[config.mk]
export PLATFORM = sky130hd
export DESIGN_NAME = mdu_sequencer
export DESIGN_NICKNAME = d
export VERILOG_FILES = /design/src/rtl/mdu_sequencer.sv
export SDC_FILE = /design/constraint.sdc
export NUM_CORES = 1
export LEC_CHECK = 0
export BUFFER_PORTS_ARGS = -buffer_cell sky130_fd_sc_hd__buf_2
export CORE_MARGIN = 10
export CORE_UTILIZATION = 35
export CTS_CLUSTER_DIAMETER = 120
export DETAILED_ROUTE_END_ITERATION = 8
export GPL_TIMING_DRIVEN = 0
export PLACE_DENSITY = 0.68
export SLEW_MARGIN = 20
export SYNTH_ARGS = -nofsm -noshare
export SYNTH_HDL_FRONTEND = slang
export SYNTH_SLANG_ARGS = --single-unit
[constraint.sdc]
create_clock -name iClk -period 3.5 [get_ports iClk]
set_clock_uncertainty 0.05 [all_clocks]
set_input_delay 0.35 -clock iClk [delete_from_list [all_inputs] [get_ports iClk]]
set_output_delay 0.35 -clock iClk [all_outputs]
set_load 0.01 [all_outputs]
[src/rtl/mdu_sequencer.sv]
// Purpose: sequences the shared multiply/divide datapath for the execute stage, one op at a time.
// Latency: response valid MUL_LAT+1 (multiply) or DIV_LAT+1 (divide) cycles after the accept edge.
// Backpressure: the response is held while iRespReady is low; no request is accepted until back in IDLE.
//
// Optional feature macro: MDU_DIVZERO_BYPASS_EN (divide by zero answers in one cycle with all-ones).
//
// Ports:
//   iClk, iRst                      clock, asynchronous active-high reset
//   iReqValid/oReqReady             request handshake; iReqOp 0=mul-high, 1=divide
//   iReqSrc0, iReqSrc1              operands
//   iFlush                          abort any in-flight or pending-response operation
//   oMduSrc0/oMduSrc1/oMduOperation registered operands and op select to the datapath
//   iMduResult                      datapath result
//   oRespValid/iRespReady, oResp    response handshake and captured result
//   oBusy                           high while not IDLE
//   oDivByZero                      qualifies oResp: divide by zero (bypass build only)
module mdu_sequencer #(
    parameter int MUL_LAT = 1,
    parameter int DIV_LAT = 34,
    parameter int CNT_W   = 6
) (
    input  logic        iClk,
    input  logic        iRst,
    input  logic        iReqValid,
    output logic        oReqReady,
    input  logic        iReqOp,
    input  logic [31:0] iReqSrc0,
    input  logic [31:0] iReqSrc1,
    input  logic        iFlush,
    output logic [31:0] oMduSrc0,
    output logic [31:0] oMduSrc1,
    output logic        oMduOperation,
    input  logic [31:0] iMduResult,
    output logic        oRespValid,
    input  logic        iRespReady,
    output logic [31:0] oResp,
    output logic        oBusy,
    output logic        oDivByZero
);

    typedef enum logic [1:0] {
        IDLE = 2'd0,
        RUN  = 2'd1,
        RESP = 2'd2
    } state_t;

    state_t           state;
    state_t           stateNext;
    logic [CNT_W-1:0] cnt;
    logic             accept;
    logic             runDone;
    logic             respTaken;
    logic             bypassHit;
    logic             bypassPend;

    // Ready is also forced low during reset so every output reads 0 then.
    assign oReqReady = (state == IDLE) && !iFlush && !iRst;
    assign accept    = iReqValid && oReqReady;
    assign oBusy     = (state != IDLE);
    assign runDone   = (state == RUN) && !iFlush && (cnt == '0);
    assign respTaken = (state == RESP) && (iFlush || (oRespValid && iRespReady));

`ifdef MDU_DIVZERO_BYPASS_EN
    assign bypassHit = iReqOp && (iReqSrc1 == 32'd0);

    // A bypassed divide sits in RESP for one cycle before its response appears,
    // so the all-ones answer lands one edge after the accept.
    always_ff @(posedge iClk or posedge iRst) begin
        if (iRst) begin
            bypassPend <= 1'b0;
        end else begin
            bypassPend <= accept && bypassHit;
        end
    end

    always_ff @(posedge iClk or posedge iRst) begin
        if (iRst) begin
            oDivByZero <= 1'b0;
        end else if (accept) begin
            oDivByZero <= 1'b0;
        end else if (bypassPend && !iFlush) begin
            oDivByZero <= 1'b1;
        end
    end
`else
    assign bypassHit  = 1'b0;
    assign bypassPend = 1'b0;
    assign oDivByZero = 1'b0;
`endif

    always_ff @(posedge iClk or posedge iRst) begin
        if (iRst) begin
            state <= IDLE;
        end else begin
            state <= stateNext;
        end
    end

    always_comb begin
        stateNext = state;
        case (state)
            IDLE: begin
                if (accept) begin
                    stateNext = bypassHit ? RESP : RUN;
                end
            end
            RUN: begin
                if (iFlush) begin
                    stateNext = IDLE;
                end else if (cnt == '0) begin
                    stateNext = RESP;
                end
            end
            RESP: begin
                if (respTaken) begin
                    stateNext = IDLE;
                end
            end
            default: stateNext = IDLE;
        endcase
    end

    // Operands stay on the datapath until the next accept, even through IDLE.
    always_ff @(posedge iClk or posedge iRst) begin
        if (iRst) begin
            oMduSrc0      <= 32'd0;
            oMduSrc1      <= 32'd0;
            oMduOperation <= 1'b0;
            cnt           <= '0;
        end else if (accept) begin
            oMduSrc0      <= iReqSrc0;
            oMduSrc1      <= iReqSrc1;
            oMduOperation <= iReqOp;
            cnt           <= iReqOp ? CNT_W'(DIV_LAT) : CNT_W'(MUL_LAT);
        end else if ((state == RUN) && !iFlush && (cnt != '0)) begin
            cnt <= cnt - CNT_W'(1);
        end
    end

    always_ff @(posedge iClk or posedge iRst) begin
        if (iRst) begin
            oResp      <= 32'd0;
            oRespValid <= 1'b0;
        end else if (bypassPend && !iFlush) begin
            oResp      <= 32'hFFFF_FFFF;
            oRespValid <= 1'b1;
        end else if (runDone) begin
            oResp      <= iMduResult;
            oRespValid <= 1'b1;
        end else if (respTaken) begin
            oRespValid <= 1'b0;
        end
    end

endmodule

==> impl_metrics.tcl, run 1 <==
set metrics [dict create \
    gpl.final_weighted_congestion 0.750 \
    syn_avg_cell_area_um2 10.9 \
    post-route-period-util 0.515 \
    cts_post_setup_buffers_inserted 0 \
    critical_path_class "register to register" \
    share_of_the_synthesized_area_in_the_top_cell_type 0.617 \
    clock_root_buffer "sky130_fd_sc_hd__clkbuf_16" \
    grt.total_usage 0.140 \
    yosys_register_bits 106 \
    initial_core_util 0.358 \
    cts_tree "done" \
    post-route-drc-count 0 \
    antenna_cells_inserted 0 \
    placedCellCount 745 \
    synth_async_sr_flop_share 1.00 \
    post_synth_main_area_contributors "sky130_fd_sc_hd__dfrtp_1, sky130_fd_sc_hd__nand2_1, sky130_fd_sc_hd__mux2_4, sky130_fd_sc_hd__buf_6, sky130_fd_sc_hd__buf_2" \
    syn-cell-area_um2 4300 \
    ys_dominant_reg_cell "sky130_fd_sc_hd__dfrtp_1" \
    layout.cells.non_filler 761 \
    finalWorstSetupSlack_ns 1.70 \
    path_buf_inv 2 \
    cts-hold-fix-buffers 0 \
    cpMaxStageDelayCell "sky130_fd_sc_hd__dfrtp_1" \
    vias_in_the_first_global_route 3685 \
    critPathArrivalTime_ns 2.00 \
    clkSlewWorstSetupHoldPaths_ns 0.07 \
    max-vdd-ir-drop_uv 378 \
    synth-edff-count 0 \
    overflow 0 \
    share_of_total_power_consumed_by_net_switching 0.316 \
    finalSetupViolations 0 \
    internal-power_mw 2.93 \
    pwr-share-seq 0.432 \
    finalNetCount 713 \
    synth_nets 500 \
    clock_network_fraction_of_design_power 0.254 \
    power.share.combinational 0.314 \
    die_width_um 131 \
    drv.max_cap_violation_count 0 \
    num_ports 203 \
    synth-xor-area-share 0.00612 \
    finalHoldViolCount 0 \
    finalWorstPathRequiredPeriod_ns 1.80 \
    vias 3467 \
    synth-seq-area-share 0.617 \
    synth_top_family_by_area "simple AND/OR/NAND/NOR gates" \
    h-tree-depth 3 \
    post_synth_fa_ha_maj_area_fraction 0.00582 \
    fraction_of_the_mapped_netlist_area_in_compound_gates 0.0215 \
    hpwlAfterDp_um 9430 \
    worstPathMaxFanout 10 \
    slowest_delay_ns 0.46 \
    drtAntennaViolNets 0 \
    slew_violations 0 \
    drive_gt1_frac 0.440 \
    powerDensity_nw_per_um2 732 \
    min-delay-path-class "input port to asynchronous set/reset pin" \
    critical_path.cell_chain "nor4_4 -> nand2_1 -> buf_2 -> buf_2 -> nand2_1 -> nand2_1" \
    cts_resized 0 \
    cts-buffers-inserted 9 \
    multiplexer_share_of_the_synthesized_area 0.110 \
    number_of_library_cell_types_mapped_by_synthesis 34 \
    place_worst_setup_slack_ns 1.56 \
    syn_inst 396 \
    vias_per_cell 4.56 \
    rsz_0062_raised_after_global_routing "no" \
    global_route_wire_length_before_repair_um 18800 \
    die-height_um 131 \
    p_sw_mw 1.35 \
    max_freq_mhz 555 \
    buffer_ports.inserted 201 \
    drt-total-wl_um 12200 \
    endpoint_kind "register" \
    cts.sinks 106 \
    antenna_found_initial 0 \
    critPathTopFamily "simple AND/OR/NAND/NOR gates" \
    drt_first_pass_iters 4 \
    power_leakage_nw 3.43 \
    number_of_warnings_issued_by_yosys 0 \
    path_common_cell "sky130_fd_sc_hd__nand2_1" \
    simple_gate_share_of_the_synthesized_area 0.204 \
    synth.largest_area_cell "sky130_fd_sc_hd__dfrtp_1" \
    die_area_um2 17100 \
    core_um2 12000 \
    cts_buffer_depth 2 \
    rows 40 \
    crit_required_ns 3.69 \
    worst_setup_path_start_kind "register" \
    initialDrtViolationCount 163 \
    p_r_area_growth_vs_syn_pct 35.9 \
    clock_latency_ns 0.35 \
    grt_max_degree 55 \
    drt-wirelength-per-cell_um 16.0 \
    result_of_the_run "complete, no violations" \
]
-- layout make-up --
| class | count | area, um^2 |
|---|---|---|
| buffer | 19 | 125 |
| clock buffer | 11 | 243 |
| clock inverter | 5 | 77.6 |
| fill | 1118 | 6170 |
| inverter | 6 | 27.5 |
| multi-input combinational | 265 | 1500 |
| sequential | 106 | 2650 |
| tap | 147 | 184 |
| timing repair buffer | 202 | 1030 |
-- power groups by stage --
stage / Combinational, mW / Clock (mW) / Sequential [mW]
3_3_place_gp: 1.34 / 0 / 1.84
3_5_place_dp: 1.37 / 0 / 1.86
2_1_floorplan: 0.582 / 0 / 2.03
4_1_cts: 1.37 / 1.12 / 1.85
6_report: 1.34 / 1.09 / 1.85
5_1_grt: 1.48 / 1.17 / 1.90
-- cells in the final DEF, fill, tap and decap left out, types with 2 or more instances in the layout --
| master | count |
|---|---|
| sky130_fd_sc_hd__mux2_2 | 2 |
| sky130_fd_sc_hd__buf_6 | 5 |
| sky130_fd_sc_hd__buf_4 | 2 |
| sky130_fd_sc_hd__clkbuf_16 | 9 |
| sky130_fd_sc_hd__dfrtp_1 | 106 |
| sky130_fd_sc_hd__clkinv_2 | 2 |
| sky130_fd_sc_hd__o21ai_0 | 3 |
| sky130_fd_sc_hd__nor2_1 | 4 |
| sky130_fd_sc_hd__xor2_1 | 3 |
| sky130_fd_sc_hd__nand3_1 | 3 |
| sky130_fd_sc_hd__o211ai_1 | 2 |
| sky130_fd_sc_hd__ha_1 | 2 |
| sky130_fd_sc_hd__inv_1 | 5 |
| sky130_fd_sc_hd__buf_2 | 208 |
| sky130_fd_sc_hd__bufinv_16 | 2 |
| sky130_fd_sc_hd__nand2_1 | 197 |
| sky130_fd_sc_hd__mux2_4 | 30 |
| sky130_fd_sc_hd__clkbuf_1 | 6 |
-- per-stage QoR --
| step | hold slack (ns) | instance area [um^2] | setup TNS (ns) | utilization | total power [mW] |
|---|---|---|---|---|---|
| 2_1_floorplan | 0.363 | 4300 | 0 | - | 2.61 |
| 3_5_place_dp | 0.410 | 5520 | 0 | 0.459 | 3.23 |
| 3_3_place_gp | 0.405 | 5490 | -96.64 | 0.457 | 3.18 |
| 6_report | 0.0113 | 5840 | 0 | 0.486 | 4.28 |
| 5_1_grt | 0.0477 | 5840 | 0 | 0.486 | 4.55 |
| 4_1_cts | 0.0314 | 5840 | 0 | 0.486 | 4.34 |
-- worst paths after layout --
check | endpoint | depth (start not counted) | slack [ns] | startpoint
max reg2reg | oMduSrc1[7] | 6 | 1.70 | state[1]
min reg2reg | oMduSrc1[0] | 2 | 0.42 | oMduSrc1[0]
max in group asynchronous | oMduSrc0[26] | 3 | 2.74 | iRst
min in group iClk | oMduSrc0[3] | 3 | 0.13 | iReqSrc0[3]
min | oResp[6] | 2 | 0.01 | iRst
max | oMduSrc1[7] | 6 | 1.70 | state[1]
-- flip-flops by register name (all words and copies together), names as in the netlist --
name,count
oMduSrc0,32
oMduSrc1,32
oResp,32
cnt,6
state,2
oMduOperation,1
oRespValid,1
-- routing by layer --
| metal | up-vias | track usage | wire, um |
|---|---|---|---|
| li1 | 1662 | - | - |
| met4 | 0 | 0.0471 | 155 |
| met3 | 15 | 0.0608 | 1220 |
| met1 | 1653 | 0.162 | 4930 |
| met5 | - | 0 | 0 |
| met2 | 137 | 0.229 | 5870 |
-- cells in the mapped netlist (2+ instances only) --
cell type / count
sky130_fd_sc_hd__nand2_1: 197
sky130_fd_sc_hd__dfrtp_1: 106
sky130_fd_sc_hd__mux2_4: 30
sky130_fd_sc_hd__buf_2: 7
sky130_fd_sc_hd__inv_1: 6
sky130_fd_sc_hd__buf_6: 5
sky130_fd_sc_hd__clkbuf_1: 5
sky130_fd_sc_hd__nor2_1: 4
sky130_fd_sc_hd__nand3_1: 3
sky130_fd_sc_hd__o21ai_0: 3
sky130_fd_sc_hd__xor2_1: 3
sky130_fd_sc_hd__buf_4: 2
sky130_fd_sc_hd__ha_1: 2
sky130_fd_sc_hd__mux2_2: 2
sky130_fd_sc_hd__o211ai_1: 2
-- kinds of logic (layout without fill, tap and decap cells) --
| family | after synthesis | in the layout |
|---|---|---|
| adders and majority gates | 2 | 2 |
| xor gates and xnor gates | 3 | 3 |
| DFF | 106 | 106 |
| AOI/OAI and AO/OA | 13 | 13 |
| buffers and inverters | 25 | 243 |
| and+or+nand+nor | 214 | 214 |
| muxes | 32 | 32 |
| other | 1 | 1 |
(Power assumes the default switching activity.)
==> run 2, diff against run 1 <==
clock period = 1.8 ns   (was 3.5 ns; I/O delays follow)
==> run 2 against run 1 <==
Count of clock-buffer cells in the layout up 2. Non-clock buffer count up 74. Sequential share of layout area down 5.0 points. Flip-flop and latch count unchanged. Register-to-register slack worse by 1.6 ns. Routed wire length up 9.0%. Die area unchanged. Cell count up 9.9%. Critical path depth down 1. Critical endpoint is now oResp[23]. Largest power group unchanged.
==> impl_metrics.tcl, run 2 (synthesis gave the netlist of run 1 again) <==
set metrics [dict create \
    num_ports 203 \
    internal-power_mw 5.54 \
    vias 3744 \
    post-route-drc-count 0 \
    die_area_um2 17100 \
    vias_per_cell 4.48 \
    initialDrtViolationCount 180 \
    finalWorstSetupSlack_ns 0.0555 \
    die-height_um 131 \
    max-vdd-ir-drop_uv 500 \
    worst_hold_slack_ns 0.0203 \
    finalSetupViolations 0 \
    critPathArrivalTime_ns 1.92 \
    powerDensity_nw_per_um2 1250 \
    layout.cells.non_filler 836 \
    drt_first_pass_iters 6 \
    finalHoldViolCount 0 \
    placedCellCount 747 \
    rr_worst_depth 5 \
    post-route-period-util 0.969 \
    drive_gt1_frac 0.406 \
    min-delay-path-class "input port to register" \
    cts-buffers-inserted 9 \
    drt-total-wl_um 13300 \
    slew_violations 0 \
    buffer_ports.inserted 201 \
    power.share.combinational 0.343 \
    r2r_start "cnt[2]" \
    gpl.final_weighted_congestion 0.761 \
    cts.sinks 106 \
    drt-wirelength-per-cell_um 15.9 \
    clock_latency_ns 0.34 \
    share_of_total_power_consumed_by_net_switching 0.323 \
    worstPathMaxFanout 10 \
    die_width_um 131 \
    grt.total_usage 0.157 \
    antenna_found_initial 1 \
    p_r_area_growth_vs_syn_pct 52.9 \
    core_um2 12000 \
    reg.largest.list "oMduSrc0 (32), oMduSrc1 (32), oResp (32)" \
    power_leakage_nw 3.74 \
    initial_core_util 0.358 \
    holdPathEnd "oResp[14]" \
    overflow 0 \
    clock_root_buffer "sky130_fd_sc_hd__clkbuf_16" \
    global_route_wire_length_before_repair_um 21100 \
    vias_in_the_first_global_route 4092 \
    core_utilization_of_the_finished_layout 0.547 \
    worst_setup_path_start_kind "register" \
    drtAntennaViolNets 0 \
    finalWorstPathRequiredPeriod_ns 1.74 \
    cts_buffer_depth 2 \
    finalNetCount 787 \
    crit_required_ns 1.97 \
    max_freq_mhz 573 \
    pwr-share-seq 0.439 \
    rows 40 \
    ff2ff_setup_slack_ns 0.06 \
    hpwlAfterDp_um 9600 \
    hold-path-cell-count 2 \
    p_sw_mw 2.65 \
    clock_network_fraction_of_design_power 0.218 \
    hold_path_startpoint "iMduResult[14]" \
    layout.cells.most_common_list "sky130_fd_sc_hd__buf_2, sky130_fd_sc_hd__nand2_1, sky130_fd_sc_hd__dfrtp_1, sky130_fd_sc_hd__dlygate4sd3_1, sky130_fd_sc_hd__mux2_4" \
    fillerInstances 1043 \
    layout_commonest_cell "sky130_fd_sc_hd__buf_2" \
    grt_max_degree 34 \
    worst_r2r_endpoint "oResp[23]" \
    result_of_the_run "complete, no violations" \
    drv.max_cap_violation_count 0 \
    endpoint_kind "register" \
    cts_tree "done" \
    place_worst_setup_slack_ns -0.0706 \
    critical_path_class "register to register" \
    clkSlewWorstSetupHoldPaths_ns 0.07 \
    h-tree-depth 3 \
]
-- run 2: changes by cell type in the layout (fill, tap and decap cells not counted), sizes merged --
| cell | before | now |
|---|---|---|
| buf | 216 | 222 |
| inv | 6 | 5 |
| clkinv | 2 | 3 |
| diode | 0 | 1 |
| dlygate4sd3 | 0 | 67 |
| clkbuf | 16 | 19 |
| bufinv | 2 | 0 |
-- run 2: final cells by class --
| class | instances | area, um^2 | area share |
|---|---|---|---|
| antenna | 1 | 2.50 | 0.000381 |
| buffer | 19 | 141 | 0.0215 |
| clock buffer | 13 | 250 | 0.0381 |
| clock inverter | 3 | 15.0 | 0.00229 |
| inverter | 6 | 26.3 | 0.00400 |
| multi-input combinational | 265 | 1510 | 0.230 |
| sequential | 106 | 2650 | 0.404 |
| tap | 147 | 184 | 0.0280 |
| timing repair buffer | 276 | 1790 | 0.272 |
-- run 2: repair_timing --
item,in CTS,in global routing
endpoints found under the hold margin,83,0
buffers inserted,0,5
hold buffers,67,0
resized for setup,2,9
endpoints found under the setup margin,9,70
pin swaps,0,4
-- run 2: power by group through the flow --
stage                     logic, mW  registers [mW]  clock network, mW
after floorplan                1.13            3.95                  0
after global placement         2.60            3.58                  0
after detailed placement       2.68            3.64                  0
after CTS                      2.80            3.61               1.86
after global routing           3.07            3.70               1.97
final                          2.81            3.60               1.79
-- run 2: how the worst max path moves through the flow --
stage / from / end / slack (ns)
after detailed placement: state[1] / oMduSrc1[5] / -0.07
final: cnt[2] / oResp[23] / 0.06
after global placement: iRst / oMduSrc1[26] / -0.45
after global routing: state[1] / cnt[1] / -0.001
after CTS: state[1] / oMduSrc1[5] / 0.01
after floorplan: cnt[2] / oResp[0] / 0.17
-- run 2: through the flow --
| step | TNS (ns) | total power, mW | instance area [um^2] |
|---|---|---|---|
| floorplan | 0 | 5.08 | 4300 |
| global placement | -46.68 | 6.19 | 5490 |
| detailed placement | -0.526 | 6.31 | 5550 |
| CTS | 0 | 8.27 | 6490 |
| global route | -0.00116 | 8.74 | 6570 |
| finish | 0 | 8.19 | 6570 |
-- run 2: metal layers --
| layer | wire length, um | vias to the layer above | global-route usage | part of all wire |
|---|---|---|---|---|
| li1 | - | 1816 | - | - |
| met1 | 5170 | 1783 | 0.175 | 0.39 |
| met2 | 6910 | 127 | 0.276 | 0.52 |
| met3 | 961 | 16 | 0.0447 | 0.072 |
| met4 | 208 | 2 | 0.0661 | 0.016 |
| met5 | 13 | - | 0 | 0.00098 |
-- run 2: critical path, cell delays in order (launching register included) --
cell and delay [ns]:
sky130_fd_sc_hd__dfrtp_1 0.40, sky130_fd_sc_hd__or3_4 0.43, sky130_fd_sc_hd__nor2_4 0.16, sky130_fd_sc_hd__nand2_4 0.09, sky130_fd_sc_hd__buf_6 0.18, sky130_fd_sc_hd__mux2_4 0.31
==> run 3, diff against run 2 <==
==> constraint.sdc (replaced) <==
create_clock -name iClk -period 1.8 [get_ports iClk]
set_clock_uncertainty 0.05 [all_clocks]
set_input_delay 0.54 -clock iClk [delete_from_list [all_inputs] [get_ports iClk]]
set_output_delay 0.54 -clock iClk [all_outputs]
set_load 0.01 [all_outputs]
==> run 3 against run 2 <==
The flow now finishes with violations (negative setup slack). Global-route usage decreased by 1.6 points. Non-clock buffer count shrank 67. Die area unchanged. Core utilization is 5.7 points lower. Via count is 8.2% lower. Register-to-register slack barely moved. Routed wire length decreased by 8.3%. Critical path depth fell by 3. Setup slack lost 0.082 ns. Critical endpoint is now oReqReady. Largest power group unchanged.
==> impl_metrics.tcl, run 3 (synthesis gave the netlist of run 1 again) <==
set metrics [dict create \
    endpoint_kind "primary output" \
    initialDrtViolationCount 178 \
    powerDensity_nw_per_um2 1370 \
    power_leakage_nw 3.46 \
    slew_violations 0 \
    cts-buffers-inserted 9 \
    p_sw_mw 2.61 \
    h-tree-depth 3 \
    place_worst_setup_slack_ns -0.363 \
    worst_setup_path_start_kind "register" \
    cts_tree "done" \
    die_width_um 131 \
    placedCellCount 747 \
    grt.total_usage 0.141 \
    timing.critical_path.from "state[0]" \
    initial_core_util 0.358 \
    finalWorstPathRequiredPeriod_ns 1.83 \
    clock_latency_ns 0.34 \
    rsz_0062_raised_after_global_routing "yes" \
    critical_path_class "register to primary output" \
    vias 3437 \
    finalWorstSetupSlack_ns -0.0265 \
    vias_in_the_first_global_route 3713 \
    finalNetCount 720 \
    drt-total-wl_um 12200 \
    drtAntennaViolNets 0 \
    post-route-period-util 1.01 \
    r2r_start "cnt[2]" \
    power.share.combinational 0.333 \
    buffer_ports.inserted 201 \
    vias_per_cell 4.48 \
    violations_in_the_final_reports "negative setup slack" \
    max-vdd-ir-drop_uv 472 \
    fillerInstances 1146 \
    grt_max_degree 34 \
    antenna_found_initial 1 \
    setup_tns_ns -0.0280 \
    cts.sinks 106 \
    gpl.final_weighted_congestion 0.761 \
    p_r_area_growth_vs_syn_pct 37.0 \
    placed_area_um2 5550 \
    share_of_total_power_consumed_by_net_switching 0.324 \
    global_route_wire_length_before_repair_um 18900 \
    die_area_um2 17100 \
    num_ports 203 \
    cts_buffer_depth 2 \
    max_freq_mhz 547 \
    path_buf_inv 1 \
    overflow 0 \
    drt_first_pass_iters 4 \
    critical_path.cell_chain "nor4_4 -> buf_2" \
    core_utilization_of_the_finished_layout 0.490 \
    drt-wirelength-per-cell_um 15.8 \
    reg.largest.list "oMduSrc0 (32), oMduSrc1 (32), oResp (32)" \
    core_um2 12000 \
    finalSetupViolations 2 \
    layout.cells.non_filler 768 \
    antenna_cells_inserted 0 \
    drv.max_cap_violation_count 0 \
    min-delay-path-class "input port to asynchronous set/reset pin" \
    slowest_delay_ns 0.45 \
    drive_gt1_frac 0.449 \
    clock_network_fraction_of_design_power 0.221 \
    result_of_the_run "finished, violations left" \
    clock_root_buffer "sky130_fd_sc_hd__clkbuf_16" \
    power_mw 8.07 \
    post-route-drc-count 0 \
    clkSlewWorstSetupHoldPaths_ns 0.07 \
    worstPathMaxFanout 5 \
    layout.cells.most_common_list "sky130_fd_sc_hd__buf_2, sky130_fd_sc_hd__nand2_1, sky130_fd_sc_hd__dfrtp_1, sky130_fd_sc_hd__mux2_4, sky130_fd_sc_hd__clkbuf_16" \
    critPathArrivalTime_ns 1.24 \
    rows 40 \
    finalHoldViolCount 0 \
    layout_commonest_cell "sky130_fd_sc_hd__buf_2" \
    pwr-share-seq 0.446 \
    hpwlAfterDp_um 9600 \
    internal-power_mw 5.46 \
    crit_required_ns 1.21 \
    critPathTopFamily "flip-flops" \
    cpMaxStageDelayCell "sky130_fd_sc_hd__dfrtp_2" \
    finish.instance_area_um2 5890 \
    worst_hold_slack_ns 0.197 \
    rr_worst_depth 5 \
    die-height_um 131 \
    cp.depth 2 \
]
-- run 3: cell count changes in the layout (fill, tap and decap cells not counted), sizes merged --
cell and change:
diode -1, clkbuf -1, buf +1, dlygate4sd3 -67
-- run 3: worst register-to-register path, cell delays in order, from the launching register on --
cell                      delay [ns]
sky130_fd_sc_hd__dfrtp_1        0.40
sky130_fd_sc_hd__or3_4          0.43
sky130_fd_sc_hd__nor2_4         0.17
sky130_fd_sc_hd__nand2_4        0.09
sky130_fd_sc_hd__buf_6          0.18
sky130_fd_sc_hd__mux2_4         0.31
-- run 3: path summary, 6_finish.rpt --
check	end	slack (ns)
min in group iClk	oMduSrc0[21]	0.34
worst max-delay path	oReqReady	-0.03
worst min-delay path	oResp[31]	0.20
max in group asynchronous	oMduSrc0[29]	0.77
worst max register to register	oResp[23]	0.05
worst min register to register	oMduSrc0[26]	0.42
-- run 3: power by group through the flow --
stage,registers [mW],clock network (mW),logic [mW]
6_report,3.60,1.78,2.69
5_1_grt,3.70,1.98,2.95
4_1_cts,3.61,1.86,2.69
3_5_place_dp,3.64,0,2.68
3_3_place_gp,3.58,0,2.60
2_1_floorplan,3.95,0,1.13
-- run 3: layer usage --
metal  GRT usage  routed length, um  vias to the layer above
met5           0                 13                        -
met4      0.0602                206                        2
met3      0.0391                864                       16
met2       0.241               6130                      114
met1       0.162               4950                     1619
li1            -                  -                     1686
-- run 3: repair_timing --
| action | in CTS | in global routing |
|---|---|---|
| hold endpoints to repair | 0 | 0 |
| hold buffers | 0 | 0 |
| gates resized for setup | 4 | 8 |
| gates cloned | 0 | 0 |
| buffers inserted | 0 | 5 |
| endpoints found under the setup margin | 11 | 88 |
| pin swaps | 0 | 3 |
-- run 3: layout make-up --
class	count	area (um^2)	share of cell area
inverters	6	26.3	0.00446
clock inverters	3	15.0	0.00255
clock buffers	13	250	0.0425
well taps	147	184	0.0312
plain buffers	19	139	0.0236
repair buffers	209	1110	0.189
multi-input cells	265	1510	0.256
flip-flops and latches	106	2660	0.451
